`config.mk`:
```
export PLATFORM = sky130hd
export DESIGN_NAME = axi_line_write_master_flat
export DESIGN_NICKNAME = d
export VERILOG_FILES = /design/src/rtl/axi_line_write_master_if.sv /design/src/rtl/axi_line_write_master.sv /design/src/flat_wrapper.sv
export SDC_FILE = /design/constraint.sdc
export NUM_CORES = 1
export LEC_CHECK = 0
export CAP_MARGIN = 20
export CORE_MARGIN = 5
export CORE_UTILIZATION = 45
export CTS_CLUSTER_SIZE = 8
export DETAILED_ROUTE_END_ITERATION = 7
export PLACE_DENSITY = 0.76
export RECOVER_POWER = 25
export SLEW_MARGIN = 0
export SYNTH_ARGS = -nofsm -noshare
export SYNTH_HDL_FRONTEND = slang
export SYNTH_SLANG_ARGS = --single-unit
```
`constraint.sdc`:
```
create_clock -name clk -period 12.06 [get_ports clk]
set_input_delay 1.809 -clock clk [delete_from_list [all_inputs] [get_ports clk]]
set_output_delay 1.809 -clock clk [all_outputs]
set_load 0.005 [all_outputs]
```
`src/rtl/axi_line_write_master_if.sv`:
```
// AXI4 write-channel bundle (AW, W, B) between the line write master and the interconnect.
interface axi_line_write_master_if #(
    parameter int ID_WIDTH = 4
);
    logic [ID_WIDTH-1:0] awid;
    logic [31:0]         awaddr;
    logic [7:0]          awlen;
    logic [2:0]          awsize;
    logic [1:0]          awburst;
    logic                awvalid;
    logic                awready;

    logic [31:0]         wdata;
    logic [3:0]          wstrb;
    logic                wlast;
    logic                wvalid;
    logic                wready;

    logic [ID_WIDTH-1:0] bid;
    logic [1:0]          bresp;
    logic                bvalid;
    logic                bready;

    modport master (
        output awid, awaddr, awlen, awsize, awburst, awvalid,
        input  awready,
        output wdata, wstrb, wlast, wvalid,
        input  wready,
        input  bid, bresp, bvalid,
        output bready
    );

    modport slave (
        input  awid, awaddr, awlen, awsize, awburst, awvalid,
        output awready,
        input  wdata, wstrb, wlast, wvalid,
        output wready,
        output bid, bresp, bvalid,
        input  bready
    );
endinterface

```
`src/rtl/axi_line_write_master.sv`:
```
// Writes one 256-bit cache line as an 8-beat 32-bit AXI INCR burst and pulses valid_o on the B response.
// Optional sticky error flag err_o when built with AXI_LINE_WRITE_ERR_EN.
module axi_line_write_master #(
    parameter int ID_WIDTH = 4,
    parameter int AW_ID    = 1
) (
    input  logic                    clk,
    input  logic                    rst,
    input  logic                    wen_i,
    input  logic [255:0]            wdata_i,
    input  logic [31:0]             waddr_i,
    output logic                    valid_o,
    output logic                    busy_o,
    output logic [2:0]              dbg_state_o,
`ifdef AXI_LINE_WRITE_ERR_EN
    output logic                    err_o,
`endif
    axi_line_write_master_if.master axi
);

    typedef enum logic [2:0] {
        S_IDLE = 3'd0,
        S_AW   = 3'd1,
        S_W    = 3'd2,
        S_B    = 3'd3,
        S_DONE = 3'd4
    } state_t;

    state_t       state_q, state_d;
    logic [2:0]   beat_q, beat_d;
    logic [255:0] line_q, line_d;
    logic [31:0]  addr_q, addr_d;

    // Handshakes: a transfer happens on a rising clk edge where valid && ready are both high;
    // once raised, awvalid/wvalid stay high with address/data unchanged until that edge.

    always_ff @(posedge clk or posedge rst) begin
        if (rst) begin
            state_q <= S_IDLE;
            beat_q  <= 3'd0;
            line_q  <= '0;
            addr_q  <= '0;
        end else begin
            state_q <= state_d;
            beat_q  <= beat_d;
            line_q  <= line_d;
            addr_q  <= addr_d;
        end
    end

    always_comb begin
        state_d     = state_q;
        beat_d      = beat_q;
        line_d      = line_q;
        addr_d      = addr_q;
        axi.awvalid = 1'b0;
        axi.wvalid  = 1'b0;
        axi.wlast   = 1'b0;
        axi.bready  = 1'b0;
        valid_o     = 1'b0;
        case (state_q)
            S_IDLE: begin
                if (wen_i) begin
                    line_d  = wdata_i;
                    addr_d  = {waddr_i[31:5], 5'b0};
                    state_d = S_AW;
                end
            end
            S_AW: begin
                axi.awvalid = 1'b1;
                if (axi.awready) begin
                    beat_d  = 3'd0;
                    state_d = S_W;
                end
            end
            S_W: begin
                axi.wvalid = 1'b1;
                axi.wlast  = (beat_q == 3'd7);
                if (axi.wready) begin
                    beat_d = beat_q + 3'd1;
                    if (beat_q == 3'd7) begin
                        state_d = S_B;
                    end
                end
            end
            S_B: begin
                axi.bready = 1'b1;
                if (axi.bvalid) begin
                    state_d = S_DONE;
                end
            end
            S_DONE: begin
                // The buffer drops its entry on this pulse, so no accept is allowed here.
                valid_o = 1'b1;
                state_d = S_IDLE;
            end
            default: begin
                state_d = S_IDLE;
            end
        endcase
    end

    assign axi.awid    = ID_WIDTH'(AW_ID);
    assign axi.awaddr  = addr_q;
    assign axi.awlen   = 8'd7;
    assign axi.awsize  = 3'b010;
    assign axi.awburst = 2'b01;
    assign axi.wstrb   = 4'hF;
    assign axi.wdata   = line_q[{beat_q, 5'b0} +: 32];

    assign busy_o      = (state_q != S_IDLE);
    assign dbg_state_o = state_q;

    logic unused_addr_bits;
    assign unused_addr_bits = ^waddr_i[4:0];

`ifdef AXI_LINE_WRITE_ERR_EN
    logic err_q;

    always_ff @(posedge clk or posedge rst) begin
        if (rst) begin
            err_q <= 1'b0;
        end else if (axi.bvalid && axi.bready &&
                     (axi.bresp != 2'b00 || axi.bid != ID_WIDTH'(AW_ID))) begin
            err_q <= 1'b1;
        end
    end

    assign err_o = err_q;
`else
    logic unused_b_bits;
    assign unused_b_bits = ^{axi.bid, axi.bresp};
`endif

endmodule
```
`src/flat_wrapper.sv`:
```
// flat-port wrapper written by rule: the top's interface ports become plain ports
module axi_line_write_master_flat 
#(
    parameter int ID_WIDTH = 4,
    parameter int AW_ID    = 1
)
  (clk, rst, wen_i, wdata_i, waddr_i, valid_o, busy_o, dbg_state_o, axi_awid, axi_awaddr, axi_awlen, axi_awsize, axi_awburst, axi_awvalid, axi_awready, axi_wdata, axi_wstrb, axi_wlast, axi_wvalid, axi_wready, axi_bid, axi_bresp, axi_bvalid, axi_bready);
  axi_line_write_master_if #(.ID_WIDTH(ID_WIDTH)) axi_i ();
  input  logic clk;
  input  logic rst;
  input  logic wen_i;
  input  logic [255:0] wdata_i;
  input  logic [31:0] waddr_i;
  output logic valid_o;
  output logic busy_o;
  output logic [2:0] dbg_state_o;
  output wire logic [$bits(axi_i.awid)-1:0] axi_awid;
  output wire logic [$bits(axi_i.awaddr)-1:0] axi_awaddr;
  output wire logic [$bits(axi_i.awlen)-1:0] axi_awlen;
  output wire logic [$bits(axi_i.awsize)-1:0] axi_awsize;
  output wire logic [$bits(axi_i.awburst)-1:0] axi_awburst;
  output wire logic [$bits(axi_i.awvalid)-1:0] axi_awvalid;
  input wire logic [$bits(axi_i.awready)-1:0] axi_awready;
  output wire logic [$bits(axi_i.wdata)-1:0] axi_wdata;
  output wire logic [$bits(axi_i.wstrb)-1:0] axi_wstrb;
  output wire logic [$bits(axi_i.wlast)-1:0] axi_wlast;
  output wire logic [$bits(axi_i.wvalid)-1:0] axi_wvalid;
  input wire logic [$bits(axi_i.wready)-1:0] axi_wready;
  input wire logic [$bits(axi_i.bid)-1:0] axi_bid;
  input wire logic [$bits(axi_i.bresp)-1:0] axi_bresp;
  input wire logic [$bits(axi_i.bvalid)-1:0] axi_bvalid;
  output wire logic [$bits(axi_i.bready)-1:0] axi_bready;
  assign axi_awid = axi_i.awid;
  assign axi_awaddr = axi_i.awaddr;
  assign axi_awlen = axi_i.awlen;
  assign axi_awsize = axi_i.awsize;
  assign axi_awburst = axi_i.awburst;
  assign axi_awvalid = axi_i.awvalid;
  assign axi_i.awready = axi_awready;
  assign axi_wdata = axi_i.wdata;
  assign axi_wstrb = axi_i.wstrb;
  assign axi_wlast = axi_i.wlast;
  assign axi_wvalid = axi_i.wvalid;
  assign axi_i.wready = axi_wready;
  assign axi_i.bid = axi_bid;
  assign axi_i.bresp = axi_bresp;
  assign axi_i.bvalid = axi_bvalid;
  assign axi_bready = axi_i.bready;
  axi_line_write_master #(.ID_WIDTH(ID_WIDTH), .AW_ID(AW_ID)) u_core (.clk(clk), .rst(rst), .wen_i(wen_i), .wdata_i(wdata_i), .waddr_i(waddr_i), .valid_o(valid_o), .busy_o(busy_o), .dbg_state_o(dbg_state_o), .axi(axi_i));
endmodule
```
==> results by stage, run 1 <==
Status:
- The run finished, with violations left.
- The checks that failed: capacitance limit, slew limit.

Critical path:
- STA classifies the critical path endpoint as an asynchronous set/reset pin.
- The cell with the biggest individual delay on the critical path is sky130_fd_sc_hd__clkbuf_1.
- Walking the worst path, the cells encountered are dlygate4sd3_1, clkinvlp_2, clkbuf_1.
- Data on the critical path is required at its endpoint by 11.24 ns.
- The endpoint of the lowest-slack register-to-register path is u_core.line_q[84].
- The critical-path maximum fanout is 70.
- The internal reg-to-reg setup slack is 8.25 ns.
- The critical path class is input pin to asynchronous set/reset pin.
- The startpoint of the most critical register-to-register path is u_core.dbg_state_o[0].
- The worst register-to-register path has a depth of 5.
- The arrival time at the worst endpoint is 5.66 ns.
- On the worst path, the slowest cell contributes a delay of 2.73 ns.
- The launching element type of the critical path is an input pin.

Pwr:
- The combinational group share of total power is 43.0%.
- Net switching is 27.43% of the power.
- The total design power is 5029 µW.
- The worst-case IR drop observed on VDD is 182.3 µV.
- Internal power comes to 3649 µW.
- In this run the power spent charging and discharging nets is 1380 µW.
- In this run, flip-flops and latches consume 36.3% of the power.
- The total power per unit cell area is 270.5 nW/µm².
- The leakage power of the design is 0.007848 µW.
- Per report_power, the clock group accounts for 20.7% of the total.

Place:
- The worst setup timing slack at the placement stage is 6.761 ns.
- The final HPWL from detailed placement is 22.94 mm.
- The number of I/O port buffers is 356.
- Routability-driven placement finished with a final weighted congestion of 0.7659.
- The instance area at placement is 17430 µm².

CTS:
- Counting along the longest clock path gives a buffer depth of 3.
- Clock-pin slew was measured on the worst setup and hold paths at 0.05 ns.
- The TritonCTS clock tree is done.
- For this design, the CTS-stage hold fixing added 0 buffers.
- The number of gates given a new drive strength after cts is 0.
- The total number of clock tree sinks is 289.
- The tree is rooted in a sky130_fd_sc_hd__clkbuf_16.
- The H-tree was split into 2 levels.
- TritonCTS created 42 clock buffers.
- In this run the post-CTS setup repair buffer count came out at 0.
- The insertion delay to the later sink of the worst-skew pair is 0.51 ns.

Layout:
- Cells fill 60.63% of the core in the end.
- At the end of the flow, the number of nets in the layout was 1430.
- After routing the design area is 18590 µm².
- The layout cell share with drive strength beyond 1 is 34.19%.
- The area overhead of the layout relative to synthesis is 32.58%.

Global route:
- Entering global routing, the biggest net connects 147 pins.
- Global routing consumed, over all layers together, 18.68% of the routing resources.
- The number of global-route vias before repair was 8895.
- The first global-routing pass estimated 52.19 mm of wire.
- The sum of overflow across all layers after global routing is 0.
- The initial antenna violation count was 3.

STA:
- At the pin with the least slew margin, the transition time is 3.821 ns.
- The upper clock frequency limit is 154.3 MHz.
- The number of failing hold endpoints at the final stage came to 0.
- Adding up every negative setup slack in the final design gives 0 ns.
- The worst setup margin is 5.578 ns.
- The final-report max-slew violation count is 71.
- Setup repair after global routing left no endpoint under its margin.
- After layout, the minimum clock period comes to 6.482 ns.
- Headroom to the max-slew limit came out at -154.7%.
- The setup-violating endpoint count in the final report is 0.
- The clock arrives with 0.01646 ns of skew.
- The final clock period utilization by the worst path is 53.75%.

Routing:
- In the routed design, unresolved DRC markers number 0.
- The first detailed-routing pass took 4 iterations.
- The detail route stage leaves a number of antenna-violating nets equal to 0.
- The count of vias placed by the detailed router is 7870.
- After detailed routing, the total wire length is 33.35 mm.
- The detailed-route wire length per cell is 21.78 µm.
- The per-cell via count in the routed design is 5.140.
- The count of routing violations after the opening detailed-route iteration is 349.

Min path:
- The worst hold path depth is 1.
- The worst hold path endpoint is u_core.line_q[113].
- The path class of the tightest hold or removal check is flop to flop.
- In this run the most critical hold path is launched from u_core.line_q[113].

Die:
- The number of standard-cell rows in the floorplan is 64.
- The initial utilization of the core area, before any placement, comes to 45.73%.
- The y dimension of the die is 186.5 µm.
- The area of the die is 34800 µm².
- The floorplan core area is 30670 µm².
- The number of ports placed on the die boundary is 394.
- The die extent in x is 186.5 µm.

Flow run:
- The count of maximum capacitance violations is 1.

Synthesis:
- After synthesis the cells add up to 14020 µm².
- The portion of the post-synthesis area used by sequential elements is 51.57%.
- The Yosys warning count is 0.
- The count of cell types in the netlist is 31.
- The number of register bits inferred by synthesis is 289.
- A synthesized cell averages 18.14 µm².
- The instance count of the mapped netlist is 773.
==> logic make-up after synthesis <==
kind of cell / synth area share, %
compound gates: 0.3301
buf+inv: 5.959
other cells: 0.05355
simple gates: 0.7673
fa+ha+maj: 0.1784
flops: 51.57
mux: 41.15
==> cells in the final DEF (no fill, tap or decap), drive strengths merged, types with 3 or more instances in the layout <==
| cell | instances |
|---|---|
| and2 | 3 |
| diode | 3 |
| mux4 | 64 |
| clkbuf | 48 |
| buf | 7 |
| clkdlybuf4s50 | 351 |
| mux2 | 316 |
| conb | 26 |
| dlygate4sd3 | 5 |
| dfrtp | 289 |
==> per-stage QoR <==
step	cells	hold slack (ns)
final	1531	0.4766
after global routing	1531	0.4879
after detailed placement	1479	0.4687
after CTS	1527	0.4802
after floorplan	797	0.4524
after global placement	1479	0.4622
==> worst max-delay path by stage <==
stage	to	start
floorplan	u_core.axi.awaddr[10]	rst
global placement	u_core.line_q[56]	wen_i
detailed placement	u_core.line_q[120]	wen_i
CTS	axi_wdata[9]	u_core.beat_q[2]
global route	u_core.beat_q[1]	rst
finish	u_core.beat_q[1]	rst
==> sequential cells by signal (all words and copies together) (netlist names) <==
signal,count
u_core.dbg_state_o,3
u_core.axi.awaddr,27
u_core.line_q,256
u_core.beat_q,3
==> worst max-delay path, delay by kind of cell <==
| kind | cells | cell delay, ns |
|---|---|---|
| buffers and inverters | 3 | 3.79 |
==> synthesized netlist by cell type (all sizes together) <==
cell | n | area share (%)
a211o | 1 | 0.062
a21oi | 1 | 0.036
a22o | 2 | 0.12
a311oi | 1 | 0.062
a31oi | 1 | 0.045
and2 | 3 | 0.13
and3 | 1 | 0.045
and3b | 1 | 0.062
buf | 71 | 5.7
clkbuf | 6 | 0.16
conb | 2 | 0.054
dfrtp | 289 | 52
ha | 2 | 0.18
inv | 2 | 0.054
mux2 | 316 | 31
mux2i | 2 | 0.14
mux4 | 64 | 10
nor2 | 2 | 0.17
nor2b | 2 | 0.089
nor3b | 1 | 0.054
nor4b | 1 | 0.062
nor4bb | 1 | 0.071
or3 | 1 | 0.080
==> power groups by stage <==
| stage | combinational, µW | sequential (µW) | clock (µW) |
|---|---|---|---|
| finish | 2160 | 1830 | 1040 |
| global placement | 2130 | 1810 | 0 |
| detailed placement | 2170 | 1840 | 0 |
| CTS | 2190 | 1830 | 1070 |
| global route | 2300 | 1900 | 1120 |
| floorplan | 1660 | 1660 | 0 |
==> layout make-up <==
type	count	area [µm²]
Sequential cell	289	7241
Clock buffer	47	1134
Tap cell	396	495.5
Antenna cell	3	7.507
Inverter	2	8.758
Clock inverter	1	8.758
Multi-Input combinational cell	429	6047
Fill cell	2309	12080
Timing Repair Buffer	364	3652
==> layer usage <==
layer  GRT usage, %  share of wire [%]  vias up
li1               -                  -     3505
met1          25.22                 43     4042
met2          30.14                 49      277
met3          4.690                6.3       46
met4          5.577                2.0        0
met5              0                  0        -
Note: power is estimated with default switching activity, not from simulation.
==> inputs of run 2 (changes only) <==
==> constraint.sdc (replaced) <==
create_clock -name clk -period 6.4 [get_ports clk]
set_input_delay 0.96 -clock clk [delete_from_list [all_inputs] [get_ports clk]]
set_output_delay 0.96 -clock clk [all_outputs]
set_load 0.005 [all_outputs]
==> results by stage, run 2 (synthesis gave the netlist of run 1 again) <==
Die:
- The number of ports placed on the die boundary is 394.
- The die covers 34800 µm².
- Row generation in the floorplan step produced 64 rows.
- The initial core utilization is 45.73%.
- The core region is 30670 µm².
- From left edge to right edge, the die measures 186.5 µm.
- The die is 186.5 µm tall.

Critical path:
- The worst setup path is captured at a primary output.
- The startpoint identified for the worst register-to-register timing path is u_core.dbg_state_o[0].
- The timing startpoint of the critical path is u_core.beat_q[2].
- The endpoint of the lowest-slack register-to-register path is u_core.line_q[113].
- At the worst endpoint, the arrival time is 3.43 ns.
- The required time at the worst-slack endpoint is 5.44 ns.
- The critical path is of the flop to primary output type.
- The worst setup path is launched from a flop.
- The critical-path maximum fanout is 46.
- The worst register-to-register path has a setup slack of 3.54 ns.
- The depth of the worst register-to-register path is 4.

Layout:
- In the final layout, the share of cells above drive strength 1 is 34.28%.
- The register with the highest flop count is u_core.line_q.
- Leaving out fill and tap cells, the most frequent cell in the layout is sky130_fd_sc_hd__clkdlybuf4s50_1.
- The area overhead of the layout relative to synthesis is 32.86%.
- In the layout the commonest cells are sky130_fd_sc_hd__clkdlybuf4s50_1 (353), sky130_fd_sc_hd__dfrtp_1 (286), sky130_fd_sc_hd__mux2_4 (200).
- For this run, the number of standard cells in the final layout without fillers is 1533.
- The register with the most flip-flops in the layout has 256 of them.
- The number of nets in the finished design is 1429.
- For this run, the share of the core covered by cells in the final layout is 60.75%.
- The finished cells cover 18630 µm².

CTS:
- The insertion delay to the later sink of the worst-skew pair is 0.51 ns.
- After clock tree synthesis, the clock-pin slew on the worst setup and hold paths is 0.05 ns.
- The number of buffers inserted for hold repair after clock tree synthesis is 0.
- Gates resized during post-CTS repair numbered 0.
- The clock passes through at most 3 buffers.
- The H-tree level count is 2.
- The tree built by TritonCTS fans out to 289 sinks.
- The number of post-CTS setup repair buffers is 0.
- The library cell used as clock root buffer is sky130_fd_sc_hd__clkbuf_16.
- Clock tree synthesis inserted a total of 42 buffers.
- TritonCTS built the clock tree.

Place:
- The post-placement cell count is 1479.
- The instance area at placement is 17460 µm².
- The final weighted congestion in routability-driven placement is 0.7671.
- During placement, the flow inserted port buffers numbering 356.
- The final HPWL from detailed placement is 22.54 mm.

STA:
- The clock period minus final worst setup slack is 4.395 ns.
- Across all hold checks on the routed design, the worst slack comes to 0.4772 ns.
- Across the routed clock network, the largest skew measured is 0.009968 ns.
- The setup-violating endpoint count in the final report is 0.
- Setup repair after global routing left no endpoint under its margin.
- The actual transition at the worst max-transition pin is 3.092 ns.
- The final-report max-slew violation count came to 123.
- In this run the tightest slew margin relative to its limit is -106.1%.
- The number of failing hold endpoints at the final stage came to 0.
- The final-layout setup total negative slack is 0 ns.
- The upper clock frequency limit is 227.6 MHz.
- The worst path uses 68.67% of the clock period.

Min path:
- The worst hold path belongs to the class flop to flop.
- Counting instances, the worst hold path has a depth of 1.
- In this run the most critical hold path is launched from u_core.line_q[110].
- The worst hold path terminates at u_core.line_q[110].

Routing:
- In the routed layout, each cell is associated on average with a via count of 5.142.
- The count of routing violations after the opening detailed-route iteration is 354.
- The total met3 wirelength after detailed routing is 2.285 mm.
- For this block, the routed nets add up to 32.74 mm of wire.
- The first detailed-routing pass ran for 4 iterations.
- The detailed-routed wire length on met2 is 15.86 mm.
- Signal routing reaches up to met4.
- After detailed routing, the number of remaining DRC violations is 0.
- The routed layout has 7882 vias.
- The routed length on met1 is 13.85 mm.
- The number of nets with antenna violations after routing is 0.
- In the final routed layout, each cell accounts on average for 21.36 µm.

Global route:
- Global routing consumed, over all layers together, 18.44% of the routing resources.
- The initial antenna violation count is 5.
- Entering global routing, the biggest net connects 168 pins.
- The number of global-route vias before repair is 9054.
- The sum of overflow across all layers after global routing is 0.
- The first-pass GRT wire length is 51.99 mm.

Status:
- The run finished, with violations left.
- The checks that failed: capacitance limit, slew limit.

Pwr:
- For this design the static power due to leakage is 0.007863 µW.
- VDD sags by at most 305.6 µV.
- Power spread over the standard cell area amounts to 510.4 nW/µm².

Flow run:
- The count of maximum capacitance violations is 1.
run 2: changes by cell type in the layout (fill, tap and decap cells not counted), moves of 2 or more:
cell / delta
sky130_fd_sc_hd__buf_4: -2
sky130_fd_sc_hd__dlygate4sd3_1: -2
sky130_fd_sc_hd__buf_12: +2
sky130_fd_sc_hd__clkdlybuf4s50_1: +2
sky130_fd_sc_hd__diode_2: +2
run 2: routing by layer:
layer	global-route usage, %	up-vias
li1	-	3500
met1	24.37	4052
met2	29.63	278
met3	5.419	52
met4	5.774	0
met5	0	-
run 2: final cells by class:
class                      instances  area (µm²)
fill                            2309       12040
sequential                       289        7241
inverter                           2       8.758
tap                              396       495.5
clock buffer                      48        1147
clock inverter                     1       30.03
timing repair buffer             363        3651
multi-input combinational        429        6047
antenna                            5       12.51
run 2: worst max-delay path by stage:
stage	slack, ns	cells past startpoint	end
2_1_floorplan	1.61	1	u_core.axi.awaddr[10]
4_1_cts	1.87	4	axi_wdata[23]
3_3_place_gp	2.42	4	axi_wdata[23]
3_5_place_dp	2.41	4	axi_wdata[23]
6_report	2.01	4	axi_wdata[23]
5_1_grt	1.73	3	u_core.line_q[136]
run 2: stage by stage:
step                worst slack (ns)  power [µW]
detailed placement             2.405        7537
finish                         2.005        9510
CTS                            1.868        9640
floorplan                      1.607        6263
global route                   1.725       10060
global placement               2.415        7431
run 2: worst max-delay path, stage by stage, from the launching register on:
cell and delay (ns):
sky130_fd_sc_hd__dfrtp_4 1.02, sky130_fd_sc_hd__buf_4 0.53, sky130_fd_sc_hd__mux4_2 0.59, sky130_fd_sc_hd__mux2_2 0.28, sky130_fd_sc_hd__clkdlybuf4s50_1 0.49
run 2: report_power, final:
group          internal, µW  total, µW  switching, µW
registers              2780       3470            692
logic                  2860       4020           1150
clock network          1280       2020            742
total                  6920       9510           2590
==> inputs of run 3 (changes only) <==
==> constraint.sdc (replaced) <==
create_clock -name clk -period 4.6 [get_ports clk]
set_input_delay 0.69 -clock clk [delete_from_list [all_inputs] [get_ports clk]]
set_output_delay 0.69 -clock clk [all_outputs]
set_load 0.005 [all_outputs]
==> results by stage, run 3 (synthesis gave the netlist of run 1 again) <==
Critical path:
- The endpoint of the lowest-slack register-to-register path is u_core.line_q[56].
- The required time at the worst-slack endpoint is 3.91 ns.
- The worst register-to-register path begins at u_core.dbg_state_o[0].
- The launching element type of the critical path is a flop.
- The critical path ends at axi_wdata[17].
- The critical path class is flop to primary output.
- The worst setup path is captured at a primary output.
- The depth of the worst register-to-register path is 4.
- In this run the register-to-register setup slack is 1.93 ns.
- At the worst endpoint, the arrival time is 2.97 ns.
- In this run the worst setup path begins at u_core.beat_q[2].
- The critical-path maximum fanout is 30.

CTS:
- The library cell used as clock root buffer is sky130_fd_sc_hd__clkbuf_16.
- The number of gates given a new drive strength after cts is 0.
- The number of post-CTS setup repair buffers is 0.
- The clock net in this run drives a total of 289 sinks.
- The H-tree generated during clock tree synthesis spans 2 levels.
- Buffers inserted to repair hold after CTS numbered 0.
- TritonCTS built the clock tree.
- The insertion delay to the later sink of the worst-skew pair is 0.50 ns.
- Clock tree synthesis inserted a total of 42 buffers.
- The longest clock path from root to sink contains 3 buffers.
- After clock tree synthesis, the clock-pin slew on the worst setup and hold paths is 0.05 ns.

Layout:
- Across the whole layout, storage elements account for 7241 µm².
- The layout cell share with drive strength beyond 1 is 34.85%.
- The area overhead of the layout relative to synthesis is 33.67%.
- The library cell used most frequently in the layout, excluding fill and tap cells, is sky130_fd_sc_hd__clkdlybuf4s50_1.
- The multi-input combinational cells in the finished layout cover a total of 6047 µm².
- The library cells used most frequently in the layout, excluding fill and tap cells, are sky130_fd_sc_hd__clkdlybuf4s50_1 (354), sky130_fd_sc_hd__dfrtp_1 (286), sky130_fd_sc_hd__mux2_4 (200).
- The register with the highest flop count is u_core.line_q.
- The fill cell total of the finished layout is 2321.
- The number of nets in the finished design is 1445.
- The flip-flop count of the largest register, all copies and words added is 256.

Die:
- The initial utilization of the core area, before any placement, comes to 45.73%.
- The die covers 34800 µm².
- The floorplan step set the die height to 186.5 µm.
- The number of standard-cell rows in the floorplan is 64.
- In this run the count of I/O pins placed on the die edge is 394.
- The floorplan core area is 30670 µm².
- The die is 186.5 µm wide.

Global route:
- The global-route track usage on met3 is 5.064%.
- The initial antenna violation count is 3.
- The number of global-route vias before repair was 9078.
- The most congested layer reported by global routing is met2.
- The first global-routing pass estimated 53.12 mm of wire.
- In the global route stage, met1 resource usage came out at 25.19%.
- The met2 global-route usage is 30.56%.
- Global routing consumed, over all layers together, 18.91% of the routing resources.
- The maximum number of pins on one net before global-route repair is 91.
- The sum of overflow across all layers after global routing is 0.

Routing:
- The total wirelength of the detailed-routed design is 33.56 mm.
- Dividing the detail-routed wire length by the instance count gives 21.73 µm.
- The detailed router finished its first iteration with 335 violations.
- The iteration count of the initial detailed-routing pass is 4.
- The per-cell via count in the routed design is 5.141.
- After detailed routing, the number of remaining DRC violations is 0.
- The number of nets with antenna violations after routing is 0.
- For this block, the via count after detailed routing is 7937.

Place:
- The final weighted congestion in routability-driven placement is 0.7774.
- Detailed placement ended at an HPWL of 24.01 mm.
- Port buffering added 356 buffers.
- The worst setup timing slack at the placement stage is 1.386 ns.

Min path:
- The worst min-delay path class is flop to flop.

STA:
- Adding up every negative setup slack in the final design gives 0 ns.
- For the final database, setup skew stands at 0.007722 ns.
- The worst path uses 79.52% of the clock period.
- The clock period minus final worst setup slack is 3.658 ns.
- The worst setup margin is 0.9420 ns.
- The worst relative slew slack is -0.6668%.
- Static timing analysis puts the maximum clock frequency at 273.4 MHz.
- The number of failing hold endpoints at the final stage is 0.
- Setup repair after global routing left no endpoint under its margin.
- The final-report max-slew violation count is 29.
- Hold timing on the final database bottoms out at a slack of 0.4771 ns.
- Setup violations remaining at the end of the flow were counted as 0.
- The actual transition at the worst max-transition pin is 1.510 ns.

Pwr:
- Dividing total power by cell area gives a power density of 703.6 nW/µm².
- The proportion of power drawn by flip-flops and latches is 36.3%.
- The leakage power of the design is 0.007921 µW.
- The switching power as a share of total power is 27.58%.
- The clock share of power is 20.1%.
- VDD sags by at most 422.5 µV.
- The net switching power of the design is 3638 µW.
- The internal power is 9552 µW.
- The combinational group share of total power is 43.6%.

Status:
- The flow ran to the end, but the final reports show violations.
- The checks that failed: capacitance limit, slew limit.

Flow run:
- Across the run, the number of max-cap violations was 1.
[run 3: cell types whose count changed in the layout (fill, tap and decap cells not counted)]
cell                              before  now
sky130_fd_sc_hd__bufinv_16             1    0
sky130_fd_sc_hd__clkbuf_8              1    0
sky130_fd_sc_hd__diode_2               5    3
sky130_fd_sc_hd__clkbuf_2              1    0
sky130_fd_sc_hd__clkbuf_1              2    4
sky130_fd_sc_hd__dlygate4sd3_1         3    2
sky130_fd_sc_hd__buf_4                 3   10
sky130_fd_sc_hd__clkdlybuf4s50_1     353  354
sky130_fd_sc_hd__buf_12                3   10
sky130_fd_sc_hd__inv_6                 0    1
sky130_fd_sc_hd__clkinv_4              0    1
sky130_fd_sc_hd__clkbuf_16            45   43
[run 3: worst min-delay path by stage]
| stage | startpoint | slack (ns) | cells past startpoint | endpoint |
|---|---|---|---|---|
| CTS | u_core.line_q[72] | 0.48 | 1 | u_core.line_q[72] |
| floorplan | u_core.line_q[100] | 0.45 | 1 | u_core.line_q[100] |
| global placement | u_core.line_q[112] | 0.46 | 1 | u_core.line_q[112] |
| global route | u_core.line_q[72] | 0.49 | 1 | u_core.line_q[72] |
| detailed placement | u_core.line_q[72] | 0.47 | 1 | u_core.line_q[72] |
| finish | u_core.line_q[132] | 0.48 | 1 | u_core.line_q[132] |
[run 3: final cells by class]
type,instances,area share [%]
sequential,289,38.62
inverter,2,0.04672
clock inverter,2,0.09344
multi-input combinational,429,32.26
timing repair buffer,379,20.54
clock buffer,44,5.760
tap,396,2.643
antenna,3,0.04005
[run 3: layer usage]
layer  vias up  wire length (µm)
met2       297             16130
met1      4066             14320
met4         0               864
met5         -                 0
li1       3517                 -
met3        57              2237
[run 3: power by group through the flow]
stage          Combinational (µW)  Sequential, µW  Clock (µW)
6_report                     5750            4780        2660
5_1_grt                      6150            4960        2850
4_1_cts                      5840            4790        2730
3_5_place_dp                 5800            4800           0
3_3_place_gp                 5710            4730           0
2_1_floorplan                4350            4360           0
[run 3: stage by stage]
| stage | instances | util (%) | instance area, µm² | power (µW) |
|---|---|---|---|---|
| 2_1_floorplan | 797 | - | 14120 | 8713 |
| 3_3_place_gp | 1495 | 57.61 | 17670 | 10440 |
| 3_5_place_dp | 1495 | 57.61 | 17670 | 10600 |
| 4_1_cts | 1541 | 61.19 | 18770 | 13370 |
| 5_1_grt | 1544 | 61.13 | 18750 | 13950 |
| 6_report | 1544 | 61.13 | 18750 | 13190 |
[run 3: worst max-delay path, cell delays in order, from the launching register on]
cell and delay, ns:
sky130_fd_sc_hd__dfrtp_4 0.75, sky130_fd_sc_hd__buf_12 0.33, sky130_fd_sc_hd__mux4_2 0.58, sky130_fd_sc_hd__mux2_2 0.28, sky130_fd_sc_hd__clkdlybuf4s50_1 0.48
